## config.mk

```make
export PLATFORM = sky130hd
export DESIGN_NAME = reg_file_2r1w
export DESIGN_NICKNAME = d
export VERILOG_FILES = /design/src/rtl/reg_file_2r1w.sv
export SDC_FILE = /design/constraint.sdc
export NUM_CORES = 2
export LEC_CHECK = 0
export CAP_MARGIN = 20
export CORE_MARGIN = 2
export CORE_UTILIZATION = 61
export DETAILED_ROUTE_END_ITERATION = 7
export PLACE_DENSITY = 0.75
export SLEW_MARGIN = 20
export SYNTH_ARGS = -nofsm -noshare
export SYNTH_HDL_FRONTEND = slang
export SYNTH_SLANG_ARGS = --single-unit
```

## constraint.sdc

```tcl
create_clock -name clk -period 5.3 [get_ports clk]
set_input_delay 0.795 -clock clk [delete_from_list [all_inputs] [get_ports clk]]
set_output_delay 0.795 -clock clk [all_outputs]
set_load 0.01 [all_outputs]
```

## src/rtl/reg_file_2r1w.sv

```systemverilog
// rtl/reg_file_2r1w.sv - 32 x 32-bit register file, two combinational reads, one synchronous write
//
// Purpose:
//   Integer register file for the 5-stage pipeline. Two read ports (rs, rt) feed ID.
//   One write port is the storage end of the WB write bus. Register 0 always reads zero.
//   There is no internal read-after-write bypass. A read of the register being written
//   returns the old value until the edge. The WB forwarding mux outside handles that case.
//
// Ports:
//   clk            in   1       pipeline clock, rising-edge
//   reset_n        in   1       asynchronous active-low reset, clears all registers
//   RegWrite       in   1       write enable from WB
//   WriteRegister  in   ADDR_W  write address from WB
//   WriteData      in   DATA_W  write data from WB
//   rs             in   ADDR_W  read address, port 1
//   rt             in   ADDR_W  read address, port 2
//   ReadData1      out  DATA_W  reg[rs], combinational
//   ReadData2      out  DATA_W  reg[rt], combinational
//
// Optional feature, macro RF_DEBUG_PORT_EN:
//   DbgAddr        in   ADDR_W  observation-only read address
//   DbgData        out  DATA_W  reg[DbgAddr], combinational
//   WrCount        out  32      committed-write counter, wraps, cleared by reset

module reg_file_2r1w #(
  parameter int DATA_W   = 32,
  parameter int ADDR_W   = 5,
  parameter int NUM_REGS = 32
) (
  input  logic              clk,
  input  logic              reset_n,
  input  logic              RegWrite,
  input  logic [ADDR_W-1:0] WriteRegister,
  input  logic [DATA_W-1:0] WriteData,
  input  logic [ADDR_W-1:0] rs,
  input  logic [ADDR_W-1:0] rt,
  output logic [DATA_W-1:0] ReadData1,
  output logic [DATA_W-1:0] ReadData2
`ifdef RF_DEBUG_PORT_EN
  ,
  input  logic [ADDR_W-1:0] DbgAddr,
  output logic [DATA_W-1:0] DbgData,
  output logic [31:0]       WrCount
`endif
);

  logic [DATA_W-1:0] regBank [NUM_REGS];
  logic              wrEn;

  // A write to register 0 is discarded so that it can never hold a non-zero value.
  assign wrEn = RegWrite && (WriteRegister != '0);

  always_ff @(posedge clk or negedge reset_n) begin
    if (!reset_n) begin
      for (int i = 0; i < NUM_REGS; i++) begin
        regBank[i] <= '0;
      end
    end else if (wrEn) begin
      regBank[WriteRegister] <= WriteData;
    end
  end

  // Address 0 is forced to zero on the read side as well. Register 0 then reads zero
  // even before the first reset has cleared the array.
  assign ReadData1 = (rs == '0) ? '0 : regBank[rs];
  assign ReadData2 = (rt == '0) ? '0 : regBank[rt];

`ifdef RF_DEBUG_PORT_EN
  logic [31:0] wrCount;

  always_ff @(posedge clk or negedge reset_n) begin
    if (!reset_n) begin
      wrCount <= '0;
    end else if (wrEn) begin
      wrCount <= wrCount + 32'd1;
    end
  end

  assign DbgData = (DbgAddr == '0) ? '0 : regBank[DbgAddr];
  assign WrCount = wrCount;
`endif

endmodule

```

==> flow_summary.ini <==
[synth]
yosysTopAreaCell = dfrtp_1
netlist_top_cells_area = dfrtp_1, mux2_2, mux4_2
synth-compound-area-share_pct = 4.84
yosys.area_share.xor_xnor_pct = 0
synthMuxAreaShare_pct = 42.8
synth_top_area_share_pct = 47.1
synth_edf_count = 0
async_flop_share_pct = 100
synth_seq_cells = 1024
synthAdderAreaFrac_pct = 0
synth-main-ff-cell = dfrtp_1
ys_warn_count = 0
synthDistinctLibCells = 35
synth_top_family_by_area = multiplexers
synth-simple-area-share_pct = 1.61
seq_area_frac_synth_pct = 47.1
syn_inst = 3621
synth_fp_nets = 3671
synth_area_mm2 = 0.0544
syn_avg_cell_area_um2 = 15.0

[placement]
dp_slack_ns = 0.744
place.gp.congestion = 0.902
numPortBuffers = 113
place_area_mm2 = 0.0566
post-dp-hpwl_mm = 102
dp_cells = 4598

[clock_tree]
clkLatencyLatePin_ns = 0.70
clockRootBuffer = clkbuf_16
holdBufCountCts = 0
cts_buffer_depth = 3
cts_tree = built
postCtsSetupBuffers = 0
clk_pin_slew_ns = 0.06
cts_resized = 0
cts_buffers = 110
clock_sinks = 1024
htree_levels = 3

[setup_path]
cp.required_ns = 4.51
cp_cell_sequence = buf_8 -> buf_12 -> mux4_2 -> mux2_2 -> o21ai_0 -> a311oi_1 -> clkdlybuf4s50_1
r2r_slack_ns = 4.48
endpoint_kind = primary output
cp-start-kind = input pin
startpoint = rs[1]
crit_cells = 7
reg2reg_from = regBank[316]
crit_buf_inv = 3
r2r_cells = 1
critPathMaxFanout = 60
slowest_stage = a311oi_1
cpPeakStageDelay_ns = 0.95
critPathKind = input pin to primary output
regToRegEndpoint = regBank[316]
cp.arrival_ns = 3.99
path_delay_family = buffers and inverters
endpoint = ReadData1[14]

[timing]
rsz0062_at_grt = false
slew_headroom_pct = 20.1
hold_violations = 0
worstMarginPinSlew_ns = 1.19
setup_slack_ns = 0.517
hold_slack_ns = 0.0907
fin_crit_sh_pct = 90.2
fmax_ghz = 0.209
fin_crit_ns = 4.78
final.setup.tns_ns = 0
skew_ns = 0
setup_viol = 0
drv_slew = 0

[grt]
grt_use_total_pct = 38.6
antenna_found_initial = 13
grt-ovfl-total = 0
grt_pass1_wl_mm = 256
grt_max_degree = 160
first_global_vias = 37714

[drt]
wl_mm = 173
drc = 0
vias_per_cell = 7.51
first_pass_iters = 6
ant_nets = 0
via_count = 36066
initialDrtViolationCount = 4096
wl_per_cell_um = 36.0

[layout]
largest_register_ffs = 1024
largest_registers = regBank x1024
utilization_pct = 68.4
drive_gt1_share_pct = 51.5
top_register = regBank
nets = 3595
instances_no_fill = 4804
fillers = 5841
area.growth.synth_to_final_pct = 11.2
finalInstanceArea_mm2 = 0.0605

[floorplanning]
die_w_um = 303
num_rows = 109
start_util_pct = 61.5
die_area_mm2 = 0.0915
core_area_mm2 = 0.0884
ios = 114
die_h_um = 303

[power_and_ir_drop]
p_total_mw = 23.4
peakVddDrop_mv = 0.332
powerDensity_mw_per_mm2 = 386
p_leak_nw = 25.8

[flow_run]
drv_cap = 0

[outcome]
status = completed

[min_path]
min_path_type = input pin to async pin
routing by layer:
layer  vias up  wire (um)  global-route usage, %
met5         -         75                      0
li1      13919          -                      -
met4        12      10200                   19.2
met3       615      19200                   11.4
met1     19269      64700                   52.2
met2      2251      78700                   57.7
layout make-up:
type | instances | area (um^2) | area share, %
multi-input combinational | 2163 | 27000 | 44.6
sequential | 1024 | 25600 | 42.4
clock buffer | 148 | 3150 | 5.21
timing repair buffer | 244 | 2560 | 4.23
tap | 1165 | 1460 | 2.41
clock inverter | 55 | 677 | 1.12
inverter | 2 | 10.0 | 0.0166
antenna | 3 | 7.51 | 0.0124
cells in the mapped netlist, types with 18 or more instances:
master,number
a221oi_1,46
nor2_1,19
o2111ai_1,18
buf_2,170
clkbuf_1,223
a22oi_1,64
dfrtp_1,1024
a311oi_1,64
buf_4,34
mux4_2,448
mux2_2,1046
nand2_1,49
nor2b_1,71
o21ai_0,101
mux2i_1,128
a211oi_1,64
placed cells by master (no fill, tap or decap), types with 3 or more instances in the layout:
cell / synthesis / routed
buf_4: 34 / 95
nand2b_1: 5 / 3
or3_2: 0 / 3
nand2_2: 0 / 11
clkbuf_16: 0 / 113
buf_2: 170 / 7
nand4b_1: 3 / 3
clkbuf_8: 0 / 19
buf_8: 0 / 5
a211oi_1: 64 / 64
clkinv_2: 0 / 26
bufinv_16: 0 / 14
mux4_2: 448 / 448
a311oi_1: 64 / 64
a22oi_1: 64 / 64
a221oi_1: 46 / 46
o2111ai_1: 18 / 18
diode_2: 0 / 3
clkbuf_1: 223 / 16
inv_6: 0 / 5
buf_12: 0 / 36
mux2i_1: 128 / 128
mux2_2: 1046 / 1046
nor2b_4: 0 / 5
mux2_1: 10 / 10
clkinvlp_4: 0 / 10
nand2_1: 49 / 38
clkdlybuf4s50_1: 0 / 99
o21ai_0: 101 / 101
dfrtp_1: 1024 / 1024
nor2_4: 0 / 14
nor2_1: 19 / 5
nor2b_1: 71 / 66
o21ai_1: 9 / 9
kinds of logic (layout without fill, tap and decap cells):
logic type,after synthesis,count (layout)
AOI/OAI and AO/OA,366,366
buffers and inverters,434,449
DFF,1024,1024
muxes,1632,1632
other,0,3
and+or+nand+nor,165,165
worst min-delay path by stage:
stage	from	to	slack, ns	cells after the start
final	reset_n	regBank[762]	0.09	1
after detailed placement	regBank[1010]	regBank[1010]	0.38	0
after global placement	regBank[1023]	regBank[1023]	0.38	0
after CTS	reset_n	regBank[122]	0.09	1
after floorplan	regBank[1000]	regBank[1000]	0.44	1
after global routing	reset_n	regBank[762]	0.12	1
power by group:
part           total, mW  switching, mW  internal [mW]
clock               8.16           3.32           4.84
sequential          10.4           1.14           9.31
combinational       4.75           1.94           2.81
total               23.4           6.40           17.0
Note: power is estimated with default switching activity, not from simulation.
